===== src/rtl/array_rw_pkg.sv =====
// array_rw_pkg: shared types and constants for the array_rw_ctrl slice.
//   DEPTH / ADDR_W / DATA_W : geometry of the 128x76 single-port RW macro.
//   STARVE_LIMIT            : consecutive read-winning cycles before a buffered
//                             write is forced onto the port.
//   state_e                 : controller FSM states (INIT sweep, RUN).
//   wbuf_t                  : one buffered write (address, bit mask, data).
package array_rw_pkg;

  localparam int DEPTH  = 128;
  localparam int ADDR_W = 7;
  localparam int DATA_W = 76;

  localparam logic [1:0] STARVE_LIMIT = 2'd3;

  typedef enum logic {
    INIT = 1'b0,
    RUN  = 1'b1
  } state_e;

  typedef struct packed {
    logic [ADDR_W-1:0] addr;
    logic [DATA_W-1:0] mask;
    logic [DATA_W-1:0] data;
  } wbuf_t;

endpackage


===== src/rtl/array_rw_ctrl_if.sv =====
// array_rw_ctrl_if: request/response channels plus the RW0 macro port.
//   rd_req_*  : read request (valid/ready, address)
//   rd_resp_* : read response (valid/ready, data)
//   wr_req_*  : write request (valid/ready, address, bit mask, data)
//   sram_*    : RW0 macro pins (addr, en, wmode, wmask, wdata, rdata)
// Modports: slave = the controller, master = requesters plus the macro.
interface array_rw_ctrl_if
  import array_rw_pkg::*;
();

  logic              rd_req_valid;
  logic              rd_req_ready;
  logic [ADDR_W-1:0] rd_req_addr;
  logic              rd_resp_valid;
  logic              rd_resp_ready;
  logic [DATA_W-1:0] rd_resp_data;
  logic              wr_req_valid;
  logic              wr_req_ready;
  logic [ADDR_W-1:0] wr_req_addr;
  logic [DATA_W-1:0] wr_req_mask;
  logic [DATA_W-1:0] wr_req_data;
  logic [ADDR_W-1:0] sram_addr;
  logic              sram_en;
  logic              sram_wmode;
  logic [DATA_W-1:0] sram_wmask;
  logic [DATA_W-1:0] sram_wdata;
  logic [DATA_W-1:0] sram_rdata;

  modport slave (
    input  rd_req_valid, rd_req_addr, rd_resp_ready,
    input  wr_req_valid, wr_req_addr, wr_req_mask, wr_req_data,
    input  sram_rdata,
    output rd_req_ready, rd_resp_valid, rd_resp_data, wr_req_ready,
    output sram_addr, sram_en, sram_wmode, sram_wmask, sram_wdata
  );

  modport master (
    output rd_req_valid, rd_req_addr, rd_resp_ready,
    output wr_req_valid, wr_req_addr, wr_req_mask, wr_req_data,
    output sram_rdata,
    input  rd_req_ready, rd_resp_valid, rd_resp_data, wr_req_ready,
    input  sram_addr, sram_en, sram_wmode, sram_wmask, sram_wdata
  );

endinterface


===== src/rtl/array_rd_hold.sv =====
// array_rd_hold: read response stage for a 1-cycle-latency macro.
//   clock, reset_n : clock, synchronous active-low reset
//   fire_i         : a read is issued to the macro this cycle
//   rdata_i        : macro read data (valid the cycle after fire_i)
//   rsp_ready_i    : consumer accepts the response
//   rsp_valid_o    : response valid
//   rsp_data_o     : response data (macro bypass, or held copy)
// The macro output is only trustworthy the cycle after the read, so an
// unaccepted response is copied into the hold register at the end of that
// cycle and served from there until the consumer takes it.
module array_rd_hold
  import array_rw_pkg::*;
(
  input  logic              clock,
  input  logic              reset_n,
  input  logic              fire_i,
  input  logic [DATA_W-1:0] rdata_i,
  input  logic              rsp_ready_i,
  output logic              rsp_valid_o,
  output logic [DATA_W-1:0] rsp_data_o
);

  logic              pend_q, pend_d;
  logic              hold_valid_q, hold_valid_d;
  logic [DATA_W-1:0] hold_data_q, hold_data_d;

  assign rsp_valid_o = pend_q || hold_valid_q;
  assign rsp_data_o  = hold_valid_q ? hold_data_q : rdata_i;

  // Next state of the pending flag and hold register.
  always_comb begin
    pend_d       = fire_i;
    hold_valid_d = hold_valid_q;
    hold_data_d  = hold_data_q;
    if (pend_q && !rsp_ready_i) begin
      hold_valid_d = 1'b1;
      hold_data_d  = rdata_i;
    end else if (hold_valid_q && rsp_ready_i) begin
      hold_valid_d = 1'b0;
    end else begin
      hold_valid_d = hold_valid_q;
    end
  end

  // Response state registers.
  always_ff @(posedge clock) begin
    if (!reset_n) begin
      pend_q       <= 1'b0;
      hold_valid_q <= 1'b0;
      hold_data_q  <= {DATA_W{1'b0}};
    end else begin
      pend_q       <= pend_d;
      hold_valid_q <= hold_valid_d;
      hold_data_q  <= hold_data_d;
    end
  end

endmodule


===== src/rtl/array_rw_ctrl.sv =====
// array_rw_ctrl: merges read and write request channels onto the single RW0
// port of a 128x76 SRAM macro, one access per cycle.
//   clock, reset_n : clock, synchronous active-low reset
//   init_done      : controller is accepting requests
//   bus (slave)    : read/write request channels, read response, RW0 pins
// Writes always go through a one-entry buffer; the buffer drains when the
// port is free, on a read-after-write hazard, when a new write needs the
// slot, or after STARVE_LIMIT cycles of reads winning.
// Build option ARRAY_INIT_SWEEP_EN: when defined, the controller zero-fills
// the whole array (DEPTH cycles) after reset before entering RUN; otherwise
// it runs from the first cycle after reset release and contents are undefined.
module array_rw_ctrl
  import array_rw_pkg::*;
(
  input  logic            clock,
  input  logic            reset_n,
  output logic            init_done,
  array_rw_ctrl_if.slave  bus
);

  logic       run_s;
  logic       init_s;
  logic       drain_s;
  logic       rd_ready_s;
  logic       wr_ready_s;
  logic       rd_fire_s;
  logic       wr_acc_s;
  logic       rsp_valid_s;
  wbuf_t      wb_q, wb_d;
  logic       wb_valid_q, wb_valid_d;
  logic [1:0] starve_q, starve_d;

`ifdef ARRAY_INIT_SWEEP_EN
  state_e            state_q, state_d;
  logic [ADDR_W-1:0] cnt_q, cnt_d;

  // Sweep FSM next state: INIT walks every address once, then RUN forever.
  always_comb begin
    state_d = state_q;
    cnt_d   = cnt_q;
    case (state_q)
      INIT: begin
        cnt_d = cnt_q + {{(ADDR_W-1){1'b0}}, 1'b1};
        if (cnt_q == ADDR_W'(DEPTH - 1)) begin
          state_d = RUN;
        end else begin
          state_d = INIT;
        end
      end
      RUN: begin
        state_d = RUN;
      end
      default: begin
        state_d = INIT;
        cnt_d   = {ADDR_W{1'b0}};
      end
    endcase
  end

  // Sweep FSM state and address counter.
  always_ff @(posedge clock) begin
    if (!reset_n) begin
      state_q <= INIT;
      cnt_q   <= {ADDR_W{1'b0}};
    end else begin
      state_q <= state_d;
      cnt_q   <= cnt_d;
    end
  end

  // reset_n gating keeps every output at its reset value while reset is held.
  assign run_s  = reset_n && (state_q == RUN);
  assign init_s = reset_n && (state_q == INIT);
`else
  assign run_s  = reset_n;
  assign init_s = 1'b0;
`endif

  assign init_done = run_s;

  // Decide whether the buffered write takes the port this cycle.
  always_comb begin
    drain_s = 1'b0;
    if (run_s && wb_valid_q) begin
      drain_s = !bus.rd_req_valid
             || (bus.rd_req_addr == wb_q.addr)
             || bus.wr_req_valid
             || (starve_q >= STARVE_LIMIT);
    end else begin
      drain_s = 1'b0;
    end
  end

  assign rd_ready_s       = run_s && !drain_s && (!rsp_valid_s || bus.rd_resp_ready);
  assign wr_ready_s       = run_s && (!wb_valid_q || drain_s);
  assign rd_fire_s        = bus.rd_req_valid && rd_ready_s;
  assign wr_acc_s         = bus.wr_req_valid && wr_ready_s;
  assign bus.rd_req_ready = rd_ready_s;
  assign bus.wr_req_ready = wr_ready_s;

  // Write buffer and starvation counter next state.
  always_comb begin
    wb_d       = wb_q;
    wb_valid_d = wb_valid_q;
    starve_d   = starve_q;
    if (wr_acc_s) begin
      wb_valid_d = 1'b1;
      wb_d.addr  = bus.wr_req_addr;
      wb_d.mask  = bus.wr_req_mask;
      wb_d.data  = bus.wr_req_data;
    end else if (drain_s) begin
      wb_valid_d = 1'b0;
    end else begin
      wb_valid_d = wb_valid_q;
    end
    // Counts cycles the buffered write was passed over; a fresh entry starts at 0.
    if (!wb_valid_q || drain_s) begin
      starve_d = 2'd0;
    end else if (starve_q < STARVE_LIMIT) begin
      starve_d = starve_q + 2'd1;
    end else begin
      starve_d = starve_q;
    end
  end

  // Write buffer and starvation counter registers.
  always_ff @(posedge clock) begin
    if (!reset_n) begin
      wb_valid_q <= 1'b0;
      wb_q       <= '{addr: {ADDR_W{1'b0}}, mask: {DATA_W{1'b0}}, data: {DATA_W{1'b0}}};
      starve_q   <= 2'd0;
    end else begin
      wb_valid_q <= wb_valid_d;
      wb_q       <= wb_d;
      starve_q   <= starve_d;
    end
  end

  // RW0 port drive: sweep write, buffered write, read, or idle (exclusive).
  always_comb begin
    bus.sram_en    = 1'b0;
    bus.sram_wmode = 1'b0;
    bus.sram_addr  = {ADDR_W{1'b0}};
    bus.sram_wmask = {DATA_W{1'b0}};
    bus.sram_wdata = {DATA_W{1'b0}};
    if (init_s) begin
      bus.sram_en    = 1'b1;
      bus.sram_wmode = 1'b1;
      bus.sram_wmask = {DATA_W{1'b1}};
`ifdef ARRAY_INIT_SWEEP_EN
      bus.sram_addr  = cnt_q;
`endif
    end else if (drain_s) begin
      bus.sram_en    = 1'b1;
      bus.sram_wmode = 1'b1;
      bus.sram_addr  = wb_q.addr;
      bus.sram_wmask = wb_q.mask;
      bus.sram_wdata = wb_q.data;
    end else if (rd_fire_s) begin
      bus.sram_en    = 1'b1;
      bus.sram_addr  = bus.rd_req_addr;
    end else begin
      bus.sram_en    = 1'b0;
    end
  end

  array_rd_hold u_rd_hold (
    .clock       (clock),
    .reset_n     (reset_n),
    .fire_i      (rd_fire_s),
    .rdata_i     (bus.sram_rdata),
    .rsp_ready_i (bus.rd_resp_ready),
    .rsp_valid_o (rsp_valid_s),
    .rsp_data_o  (bus.rd_resp_data)
  );

  assign bus.rd_resp_valid = rsp_valid_s;

endmodule

===== src/flat_wrapper.sv =====
// flat-port wrapper written by rule: the top's interface ports become plain ports
module array_rw_ctrl_flat import array_rw_pkg::*;
  (clock, reset_n, init_done, bus_rd_req_valid, bus_rd_req_addr, bus_rd_resp_ready, bus_wr_req_valid, bus_wr_req_addr, bus_wr_req_mask, bus_wr_req_data, bus_sram_rdata, bus_rd_req_ready, bus_rd_resp_valid, bus_rd_resp_data, bus_wr_req_ready, bus_sram_addr, bus_sram_en, bus_sram_wmode, bus_sram_wmask, bus_sram_wdata);
  array_rw_ctrl_if bus_i ();
  input  logic clock;
  input  logic reset_n;
  output logic init_done;
  input wire logic [$bits(bus_i.rd_req_valid)-1:0] bus_rd_req_valid;
  input wire logic [$bits(bus_i.rd_req_addr)-1:0] bus_rd_req_addr;
  input wire logic [$bits(bus_i.rd_resp_ready)-1:0] bus_rd_resp_ready;
  input wire logic [$bits(bus_i.wr_req_valid)-1:0] bus_wr_req_valid;
  input wire logic [$bits(bus_i.wr_req_addr)-1:0] bus_wr_req_addr;
  input wire logic [$bits(bus_i.wr_req_mask)-1:0] bus_wr_req_mask;
  input wire logic [$bits(bus_i.wr_req_data)-1:0] bus_wr_req_data;
  input wire logic [$bits(bus_i.sram_rdata)-1:0] bus_sram_rdata;
  output wire logic [$bits(bus_i.rd_req_ready)-1:0] bus_rd_req_ready;
  output wire logic [$bits(bus_i.rd_resp_valid)-1:0] bus_rd_resp_valid;
  output wire logic [$bits(bus_i.rd_resp_data)-1:0] bus_rd_resp_data;
  output wire logic [$bits(bus_i.wr_req_ready)-1:0] bus_wr_req_ready;
  output wire logic [$bits(bus_i.sram_addr)-1:0] bus_sram_addr;
  output wire logic [$bits(bus_i.sram_en)-1:0] bus_sram_en;
  output wire logic [$bits(bus_i.sram_wmode)-1:0] bus_sram_wmode;
  output wire logic [$bits(bus_i.sram_wmask)-1:0] bus_sram_wmask;
  output wire logic [$bits(bus_i.sram_wdata)-1:0] bus_sram_wdata;
  assign bus_i.rd_req_valid = bus_rd_req_valid;
  assign bus_i.rd_req_addr = bus_rd_req_addr;
  assign bus_i.rd_resp_ready = bus_rd_resp_ready;
  assign bus_i.wr_req_valid = bus_wr_req_valid;
  assign bus_i.wr_req_addr = bus_wr_req_addr;
  assign bus_i.wr_req_mask = bus_wr_req_mask;
  assign bus_i.wr_req_data = bus_wr_req_data;
  assign bus_i.sram_rdata = bus_sram_rdata;
  assign bus_rd_req_ready = bus_i.rd_req_ready;
  assign bus_rd_resp_valid = bus_i.rd_resp_valid;
  assign bus_rd_resp_data = bus_i.rd_resp_data;
  assign bus_wr_req_ready = bus_i.wr_req_ready;
  assign bus_sram_addr = bus_i.sram_addr;
  assign bus_sram_en = bus_i.sram_en;
  assign bus_sram_wmode = bus_i.sram_wmode;
  assign bus_sram_wmask = bus_i.sram_wmask;
  assign bus_sram_wdata = bus_i.sram_wdata;
  array_rw_ctrl u_core (.clock(clock), .reset_n(reset_n), .init_done(init_done), .bus(bus_i));
endmodule

===== config.mk =====
export PLATFORM = sky130hd
export DESIGN_NAME = array_rw_ctrl_flat
export DESIGN_NICKNAME = d
export VERILOG_FILES = /design/src/rtl/array_rw_pkg.sv /design/src/rtl/array_rw_ctrl_if.sv /design/src/rtl/array_rd_hold.sv /design/src/rtl/array_rw_ctrl.sv /design/src/flat_wrapper.sv
export SDC_FILE = /design/constraint.sdc
export NUM_CORES = 1
export LEC_CHECK = 0
export ABC_AREA = 1
export CAP_MARGIN = 10
export CORE_AREA = 2 2 189 191
export CTS_BUF_LIST = sky130_fd_sc_hd__clkbuf_4 sky130_fd_sc_hd__clkbuf_8
export DETAILED_ROUTE_END_ITERATION = 7
export DIE_AREA = 0 0 191 193
export GPL_ROUTABILITY_DRIVEN = 0
export MAX_ROUTING_LAYER = met4
export PLACE_DENSITY = 0.68
export SLEW_MARGIN = 20
export SYNTH_ARGS = -nofsm -noshare
export SYNTH_HDL_FRONTEND = slang
export SYNTH_SLANG_ARGS = --single-unit

===== constraint.sdc =====
create_clock -name clock -period 1.6 [get_ports clock]
set_input_delay 0.32 -clock clock [delete_from_list [all_inputs] [get_ports clock]]
set_output_delay 0.32 -clock clock [all_outputs]
set_load 0.005 [all_outputs]

# Word-level counts from Yosys, hierarchy flattened
# Cells that the tools add are included.
# word_totals
elab_cells	48
register_bits	240
# classes
bitwise_logic	1
magnitude_cmp	2
muxes	13
n_eq_ne	1
add_sub_neg	1
n_reduce_logical	22
# ops
op	n
2-to-1 mux 76 bit	3
2-to-1 mux 7 bit	2
logical AND 1 bit	8
2-to-1 mux 1 bit	8
equality test 7 bit	1
logical OR 1 bit	6
logical NOT 1 bit	5
nonzero test 2 bit	2
adder 2 x 1 -> 2 bit (second input constant)	1
>= comparator 2 bit (second input constant)	1
< comparator 2 bit (second input constant)	1
OR reduction 2 bit	1
NOT 1 bit	1

# Longest topological paths before layout
# logic_depth
word_depth	11
depth_mapped	11

# By module
# Synthesis repeated with hierarchy kept, for this count alone.
# hier_totals
cells_unflattened	1611
hier_area_um2	10941.7
# by_module_without_submodules
module	cells_each	seq_area_each_um2	area_per_inst_um2	n_inst
array_rw_ctrl	941	3243.1	6910.4	1
array_rd_hold	670	1561.5	4031.4	1

# Least setup slack after synthesis
# No wires, ideal clock.
# synth_path
path_type	register to output
start	register u_core.starve_q[0]
end	output bus_sram_addr[0]
arrival_ps	1383
setup_slack_ps	-103
path_buffers	2
path_stages_with_launch	10
cell_sequence	dfxtp_1 > ha_1 > nor2_1 > nand2_1 > o21bai_2 > nand2_1 > buf_6 > buf_6 > nand4_1 > nand2_1
# synth_between
elab_chain_cells	9
# synth_lines
element	line	text
start, declared	array_rw_ctrl.sv:31	logic [1:0] starve_q, starve_d;
start signal, assigned	array_rw_ctrl.sv:135	starve_q <= starve_d;
>= comparator 2 bit *	array_rw_ctrl.sv:88	|| (starve_q >= STARVE_LIMIT);
logical OR 1 bit *	array_rw_ctrl.sv:88	
2-to-1 mux 1 bit *	array_rw_ctrl.sv:84	if (run_s && wb_valid_q) begin
logical NOT 1 bit	array_rw_ctrl.sv:94	assign rd_ready_s = run_s && !drain_s && (!rsp_valid_s || bus.rd_resp_ready);
logical AND 1 bit (2 in a row)	array_rw_ctrl.sv:94	
logical AND 1 bit	array_rw_ctrl.sv:96	assign rd_fire_s = bus.rd_req_valid && rd_ready_s;
2-to-1 mux 7 bit	array_rw_ctrl.sv:159	end else if (rd_fire_s) begin
2-to-1 mux 7 bit *	array_rw_ctrl.sv:153	end else if (drain_s) begin
end, declared	flat_wrapper.sv:20	output wire logic [$bits(bus_i.sram_addr)-1:0] bus_sram_addr;
# Every way passes the cells marked *; elsewhere a longest branch is shown, timed or not.

# Worst setup path in the final report
# layout_path
start	input bus_rd_req_addr[3]
end	output bus_sram_wdata[48]
# layout_between
elab_chain_cells	6
# layout_lines
element	line	text
start, declared	flat_wrapper.sv:9	input wire logic [$bits(bus_i.rd_req_addr)-1:0] bus_rd_req_addr;
equality test 7 bit	array_rw_ctrl.sv:86	|| (bus.rd_req_addr == wb_q.addr)
logical OR 1 bit	array_rw_ctrl.sv:86	
logical OR 1 bit	array_rw_ctrl.sv:87	|| bus.wr_req_valid
logical OR 1 bit	array_rw_ctrl.sv:88	
2-to-1 mux 1 bit	array_rw_ctrl.sv:84	
2-to-1 mux 76 bit	array_rw_ctrl.sv:153	
end, declared	flat_wrapper.sv:24	output wire logic [$bits(bus_i.sram_wdata)-1:0] bus_sram_wdata;
# Every way passes these cells.

==> results.md <==
* Outcome: complete, but fails checks
* Failing checks: negative setup slack
* Worst Setup Start Kind: input pin
* Fin area at 18,800 sq um
* Worst min-delay path class: in -> reg
* Antenna-violating nets left at 0
* Initial antenna violation count at 4
* Area of the core at 35,000 sq um
* Yosys warns at 0
* Clock buffer depth at 3
* CP Buf/Inv Count at 5
* # DRC at 0
* Fmax at 345 MHz
* H-tree depth at 2
* Hold_ws at 253 ps
* Drt wl/cell at 16.6 um
* GRT overflow at 0
* Filler instances at 3,157
* Post-DP Area at 16,300 sq um
* Fin crit period at 2900 ps
* HPWL after DPL at 27.8 mm
* Post-Place Setup Slack at -1300 ps
* Post-synth top cells: nor2_1, nand2_1, dfxtp_1, o21ai_0, inv_1
* Root Buffer: clkbuf_8
* Final setup margin at -1300 ps
* Worst EP arrival at 2580 ps
* Seq/Total Area, Yosys at 46.6%
* CP top delay family: buffers and inverters
* Row count at 69
* Fin Setup TNS at -201,280 ps
* Layout Nets at 2,421
* Vias in the first global route at 11.1k
* Ports at 488
* Clock skew at 9.98 ps
* Via density per instance at 4.68
* Synthesized net count at 1,772
* Final setup viols at 244
* Final hold violations at 0
* Largest net degree at the start of global routing at 68
* Syn Area/Cell at 6.77 sq um
* Cell taking the most area after synthesis: dfxtp_1
* Skew-Pair Late Insertion Delay at 560 ps
* DRT Wirelength at 44.3 mm
* Die height at 193 um
* Pre-antenna DRT Iters at 5
* Final core occ at 53.8%
* RSZ-0062 raised after global routing: true
* Synth Register Bits at 240
* Layout area overhead at 82.2%
* Top-count cell post-synth: nor2_1
* FF/Latch Area at 4820 sq um
* Slew @ Worst Pin at 633 ps
* Clk slew on worst S/H paths at 60 ps
* Area of the multi-input gates at 4950 sq um
* CTS Sinks at 240
* CTS buffer count at 43
* Vias at 12.5k
* Share of flip-flops with an asynchronous set or reset at 0%
* Post-synth EDFFs at 0
* Fin crit share at 181%
* Crit path max fanout at 5
* Initial core utilization at 29.5%
* Max-slew violations at 0
* CTS tree: built
* Worst Path Required at 1280 ps
* Crit-path slowest cell: clkdlybuf4s50_1
* Leakage at 8.79 nW
* Total GRT Usage at 20.6%
* Crit-path cells: clkdlybuf4s50_1 > inv_1 > nand2_1 > nand2_2 > nor2_2 > nand2_2 > o21bai_4 > buf_12 > nand2_4 > clkbuf_16 > nor2_1 > clkdlybuf4s50_1
* DIE AREA at 36,900 sq um
* Slowest stage delay, CP at 550 ps
* First-pass GRT wire length at 58.6 mm
* Chip Width at 191 um
* Rel. slew slack at 57.8%
* Share of layout cells above drive strength 1 at 29.1%
* Crit. End Element: output pin
* Worst Setup Path Type: in -> out
* Synth top area cells: dfxtp_1, nor2_1, o21ai_0
* Cell variety after synth at 21
* Synth Cell Area at 10,300 sq um
* Post-synthesis cell count at 1,524
* VDD IR max at 518 uV
* I/O Buffers at 487
* Drt initial violations at 620
* Max-Cap Viols at 0
* Most used flip-flop cell after synthesis: dfxtp_1
* Pwr per Cell Area at 833 nW/um^2
* Share of the synthesized area in the top cell type at 46.6%
## where the power goes
part	switching (mW)	internal, mW
sequential	0.134	6.35
combinational	1.43	1.64
clock	2.63	3.47
total	4.19	11.5
## kinds of logic after synthesis
group / Yosys count / share of synthesized area, %
adder cells (fa/ha/maj): 1 / 0.121
buffers and inverters: 289 / 12.0
flip-flops: 240 / 46.6
AO/OA/AOI/OAI: 396 / 19.3
multiplexers: 1 / 0.0970
AND/OR/NAND/NOR: 596 / 21.9
XOR/XNOR: 1 / 0.0849
## routing by layer
layer | track usage [%] | part of all wire, % | wire [um]
met1 | 23.9 | 39 | 17200
met2 | 33.3 | 49 | 21600
met3 | 6.44 | 9.6 | 4260
met4 | 7.60 | 2.7 | 1190
met5 | - | 0 | 0
## state kept, by name (all words and copies together) (netlist names)
register,cells
u_core.starve_q,2
u_core.u_rd_hold.pend_q,1
u_core.wb_q,159
u_core.u_rd_hold.hold_valid_q,1
u_core.u_rd_hold.hold_data_q,76
u_core.wb_valid_q,1
## layout make-up
class / instances / share of cell area (%)
multi-input cells: 997 / 26.3
flip-flops and latches: 240 / 25.6
repair buffers: 716 / 36.5
well taps: 461 / 3.07
diodes: 5 / 0.0665
clock inverters: 5 / 0.146
inverters: 175 / 3.57
clock buffers: 70 / 4.69
## metrics by stage
stage / power, mW / cells
floorplan: 7.58 / 1524
finish: 15.7 / 2669
CTS: 15.4 / 2556
detailed placement: 9.16 / 2467
global placement: 9.12 / 2467
global route: 16.3 / 2668
## repair_timing
action                                  in CTS  in global routing
endpoints found under the setup margin     242                245
setup buffers                               11                 87
hold buffers                                 0                  0
cloned                                       4                 25
resized for setup                          250                569
pin swaps                                    6                 38
## cell usage in the layout, fill, tap and decap left out, types with 9 or more instances in the layout
cell type,synthesis,final
clkbuf_2,0,70
clkdlybuf4s15_2,0,9
dlymetal6s2s_1,0,27
clkbuf_4,0,13
clkbuf_16,0,17
inv_1,171,166
nor2_2,0,43
clkbuf_8,0,57
buf_4,2,139
clkdlybuf4s50_1,0,278
nor2_4,0,28
a21oi_1,160,160
nand2_2,0,59
dfxtp_1,240,232
buf_12,0,24
dlygate4sd2_1,0,12
o21ai_0,229,229
buf_8,0,13
nand2_4,0,16
nand2_1,273,198
buf_2,7,74
nor2_1,312,241
buf_6,18,46
## worst register-to-register path, cell delays in order, from the launching register on
cell and delay [ps]:
dfxtp_2 360, inv_2 50, nand2_1 50, nand2_1 60, nor2_2 130, nand2_2 90, o21bai_4 170, buf_12 150
nand2_8 100, buf_6 180, buf_4 130, buf_6 110, nand3_2 80, nand2_1 60
## path summary, 6_finish.rpt
kind,from,cells after the start,slack (ps),end
max,bus_rd_req_addr[3],12,-1300,bus_sram_wdata[48]
min,reset_n,5,250,u_core.u_rd_hold.hold_valid_q
max reg2reg,u_core.wb_q[154],13,-210,u_core.wb_valid_q
min reg2reg,u_core.wb_q[60],2,450,u_core.wb_q[60]
Power figures use the tool's default switching activity.
==> RTL change 1: new RTL, same settings <==
Set the package constant `ADDR_W` to 6 (it was 7).
--- a/src/rtl/array_rw_pkg.sv
+++ b/src/rtl/array_rw_pkg.sv
@@ -7,7 +7,7 @@
 package array_rw_pkg;
 
   localparam int DEPTH  = 128;
-  localparam int ADDR_W = 7;
+  localparam int ADDR_W = 6;
   localparam int DATA_W = 76;
 
   localparam logic [1:0] STARVE_LIMIT = 2'd3;
Interface: changed (resized bus_rd_req_addr, bus_sram_addr and bus_wr_req_addr); port bits go from 488 to 485. No check against the original RTL was run, so the function may have changed too.
==> RTL change 1 against the unedited design <==
  * The flow still finishes with violations (negative setup slack)
  * Register-to-register slack improved by 0.17 ns
  * Routed wire length decreased by 1.7%
  * Sequential power about the same
  * Final cell count shrank 2.2%
  * Setup slack improved by 0.37 ns
  * Sequential cell count decreased by 1
  * Sequential share of layout area fell by 1.3 points
  * Final area up 5.1%
  * Via count down 3.2%
  * Total power hardly changed
  * Area after synthesis is 1.8% higher
  * Die area stayed put
  * Critical path depth up 2
  * Fmax increased by 15%
  * Critical path type unchanged
  * Critical endpoint is now bus_sram_wmask[32]
  * Largest cell class unchanged
==> RTL change 1: results (changes against the unedited design) <==
[power]
p_leak_nw=8.862  ; +0.81%
comb_power_share_pct=20.4  ; +0.8 points
p_sw_share_pct=27.17  ; +0.38 points
p_per_area_mw_per_mm2=791.3  ; -5.0%
seq-power_w=0.00647  ; about the same
ir_drop_mv=0.6589  ; +27%

[timing]
setup_slack_ns=-0.9292  ; +0.3717 ns
fin_skew_ns=0.01534  ; +0.005359 ns
tightest_slew_ns=0.6854  ; +0.05194 ns
fin_tns_setup_ns=-168.29  ; +32.99 ns
finalSetupViolCount=240  ; -1.6%
holdWs_ns=0.1340  ; -0.1186 ns

[critical_path]
cp.arrival_ns=2.21  ; -0.37 ns
worstReg2RegEnd=u_core.u_rd_hold.pend_q
r2r_start=u_core.starve_q[1]
r2r_slack_ns=-0.04  ; +0.17 ns
crit_path_start=bus_rd_req_addr[5]
r2r_cells=9  ; -4

[outcome]
violations=negative setup slack
outcome=finished with violations

[cells_and_area]
stdcell_count=2610  ; -2.2%
nNetsFinal=2366  ; -2.3%
reg_top3=u_core.wb_q x158, u_core.u_rd_hold.hold_data_q x76, u_core.starve_q x2
drive_gt1_share_pct=39.45  ; +10 points

[synth]
syn_nets=1757  ; -0.85%
synthTopCellsByArea=dfxtp_1, o21ai_0, nand2_1
seq_area_frac_synth_pct=45.53  ; -1.0 points
synth_common_cells=nand2_1, dfxtp_1, o21ai_0
synth.avg_cell_area_um2=6.955  ; +2.7%
synthXorXnorAreaFrac_pct=0.08334  ; -0.0015 points
yosysUniqueCellTypes=22  ; +4.8%
muxShareOfSynthArea_pct=0.09525  ; -0.0017 points
synthAdderAreaFrac_pct=0.1191  ; -0.0022 points
synth_compound_area_share_pct=18.76  ; -0.50 points

[route]
viasPerCell=4.629  ; -1.0%
wl_met1_um=16530  ; -4.1%
drt_iter0_drc=516  ; -17%
dr.pass1.iters=4  ; -1
dr_wl_met2_um=21760  ; +0.59%
wl_um=43600  ; -1.7%
route.met3.wl_um=3565  ; -16%

[placed_design]
place_area_mm2=0.01634  ; +0.52%
dp_hpwl_um=26730  ; -3.8%
port_buffers=484  ; -0.62%
place_ws_ns=-1.403  ; -0.09921 ns

[global_routing]
grt_max_degree=80  ; +18%
grt_pass1_wl_um=62420  ; +6.5%
grt_use_total_pct=22.20  ; +1.6 points
grt_pass1_vias=11525  ; +3.6%
grt_antenna_before_repair=1  ; -3

[clock_network]
htree_levels=2  ; unchanged
cts_buffers=44  ; +2.3%

[worst_hold_path]
whs_path_depth=4  ; -1
hp-start=reset_n
min_to=u_core.u_rd_hold.hold_valid_q

[RTL change 1: cells by family after synthesis]
| family | Yosys count |
|---|---|
| buf+inv | 286 |
| simple gates | 589 |
| compound gates | 394 |
| mux | 1 |
| xor+xnor | 1 |
| fa+ha+maj | 1 |
| flops | 239 |
[RTL change 1: area by class of cell]
type                       instances  area [µm²]
timing repair buffer             675        6785
fill                            3090       15200
multi-input combinational        986        6058
inverter                         174       668.1
tap                              461       576.8
sequential                       239        4798
clock buffer                      68       823.3
clock inverter                     5       50.05
antenna                            2       5.005
[RTL change 1: worst max-delay path, stage by stage]
cell	delay [ns]
clkdlybuf4s50_1	0.54
inv_1	0.06
nand2_1	0.07
nand2_2	0.06
nor2_4	0.16
nand3_2	0.13
nand2_4	0.10
nand2_8	0.07
buf_12	0.14
buf_12	0.14
buf_16	0.13
buf_12	0.12
nor2_4	0.06
buf_2	0.11
[RTL change 1: worst max-delay path by stage]
stage	cells after the start	endpoint	slack [ns]
after floorplan	7	bus_sram_wdata[0]	0.04
after global placement	13	bus_sram_addr[4]	-1.44
after detailed placement	13	bus_sram_addr[4]	-1.40
after CTS	12	bus_sram_wmask[39]	-1.00
after global routing	13	bus_sram_wmask[17]	-1.05
final	14	bus_sram_wmask[32]	-0.93
[RTL change 1: layer usage]
| layer | global-route usage [%] | vias up |
|---|---|---|
| met5 | - | - |
| met4 | 9.541 | 0 |
| met3 | 5.376 | 112 |
| met2 | 37.79 | 475 |
| met1 | 24.84 | 5552 |
| li1 | - | 5943 |
[RTL change 1: what timing repair did]
action,4_1_cts,5_1_grt
pin swaps,37,74
hold endpoints to repair,0,0
cloned,30,5
buffers inserted,55,19
endpoints found under the setup margin,241,241
resized for setup,1223,341
==> RTL change 2: new RTL, config.mk and constraints unchanged <==
Without the edit above. Add a define of `ARRAY_INIT_SWEEP_EN`.
--- a/src/rtl/array_rw_ctrl.sv
+++ b/src/rtl/array_rw_ctrl.sv
@@ -9,6 +9,8 @@
 // Build option ARRAY_INIT_SWEEP_EN: when defined, the controller zero-fills
 // the whole array (DEPTH cycles) after reset before entering RUN; otherwise
 // it runs from the first cycle after reset release and contents are undefined.
+`define ARRAY_INIT_SWEEP_EN
+
 module array_rw_ctrl
   import array_rw_pkg::*;
 (
Behaviour: not the same (Yosys sat finds a counterexample within 4 cycles, from zero or initial values and one cycle with reset_n low).
==> RTL change 2 against the unedited design <==
  * The run still ends with negative setup slack left
  * Via count grew 1.6%
  * Final area rose by 1.5%
  * Core utilization rose by 0.81 points
  * Routed wire length up 1.6%
  * Global-route usage up 2.3 points
  * Sequential cell count up 8
  * Setup slack gained 0.36 ns
  * First-iteration DRC count shrank 4.7%
  * Area after synthesis rose by 5.1%
  * Sequential share of layout area rose by 0.46 points
Power is not compared: it rests on default switching activity, and its combinational part moved more than twofold at a synthesized area within 25%.
==> RTL change 2: results (changes against the unedited design) <==
[outcome]
outcome=finished with violations
violations=negative setup slack

[synth]
synthTopCellsByArea=dfxtp_1, o21ai_0, nand2_1
yosysUniqueCellTypes=26  ; +24%
synth_common_cells=o21ai_0, nand2_1, dfxtp_1
synthAdderAreaFrac_pct=0.2307  ; +0.11 points

[timing]
setup_slack_ns=-0.9451  ; +0.3559 ns
fin_tns_setup_ns=-172.73  ; +28.56 ns
finalSetupViolCount=241  ; -1.2%

[critical_path]
r2r_slack_ns=-0.10  ; +0.11 ns
cpPeakStageDelay_ns=0.35  ; -0.20 ns
critical_path_peak_fanout=11  ; +6
crit_path_start=u_core.wb_q[158]
worstReg2RegEnd=u_core.u_rd_hold.pend_q
slowest_stage=dfxtp_2
cp.arrival_ns=2.23  ; -0.35 ns

[route]
dr.pass1.iters=4  ; -1
route.met3.wl_um=4173  ; -2.1%
dr_wl_met2_um=22170  ; +2.4%
viasPerCell=4.747  ; +1.5%
drt_iter0_drc=591  ; -4.7%

[global_routing]
grt_use_met1_pct=25.79  ; +1.8 points

[worst_hold_path]
min_to=u_core.cnt_q[1]
whs_path_depth=4  ; -1

[cells_and_area]
drive_gt1_share_pct=31.73  ; +2.6 points
nNetsFinal=2426  ; +0.21%

==> RTL change 2: final cells by class <==
type	count	area, µm²
Multi-Input combinational cell	1030	5542
Timing Repair Buffer	670	6344
Antenna cell	6	15.01
Tap cell	461	576.8
Clock buffer	65	838.3
Inverter	182	698.2
Fill cell	3215	15880
Sequential cell	248	4977
Clock inverter	8	93.84
==> RTL change 2: power by group through the flow <==
| stage | logic (W) | clock network, W | registers (W) |
|---|---|---|---|
| CTS | 0.00152 | 0.00650 | 0.00619 |
| global route | 0.00162 | 0.00677 | 0.00618 |
| floorplan | 0.000358 | 0 | 0.00632 |
| global placement | 0.00156 | 0 | 0.00632 |
| finish | 0.00150 | 0.00632 | 0.00619 |
| detailed placement | 0.00157 | 0 | 0.00632 |
==> RTL change 2: worst max-delay path: cells and delay by family, from the launching register on <==
family | cells | cell delay, ns
AO/OA/AOI/OAI | 2 | 0.24
buffers and inverters | 5 | 0.62
flip-flops | 1 | 0.35
AND/OR/NAND/NOR | 5 | 0.44
==> RTL change 2: what timing repair did <==
action / in CTS / in global routing
endpoints found under the hold margin: 0 / 0
pin swaps: 15 / 27
setup buffers: 23 / 42
gates resized for setup: 901 / 394
endpoints found under the setup margin: 245 / 245
hold buffers: 0 / 0
cloned: 22 / 9
==> RTL change 2: per-stage QoR <==
step / instances / setup slack (ns) / instance area, µm² / util (%) / power, W
5_1_grt: 2669 / -1.070 / 19080 / 54.58 / 0.01457
3_5_place_dp: 2504 / -1.442 / 16640 / 47.60 / 0.007891
3_3_place_gp: 2504 / -1.483 / 16640 / 47.60 / 0.007884
6_report: 2670 / -0.9451 / 19080 / 54.58 / 0.01401
4_1_cts: 2622 / -1.012 / 18180 / 51.98 / 0.01421
2_1_floorplan: 1582 / -0.004221 / 10870 / - / 0.006680
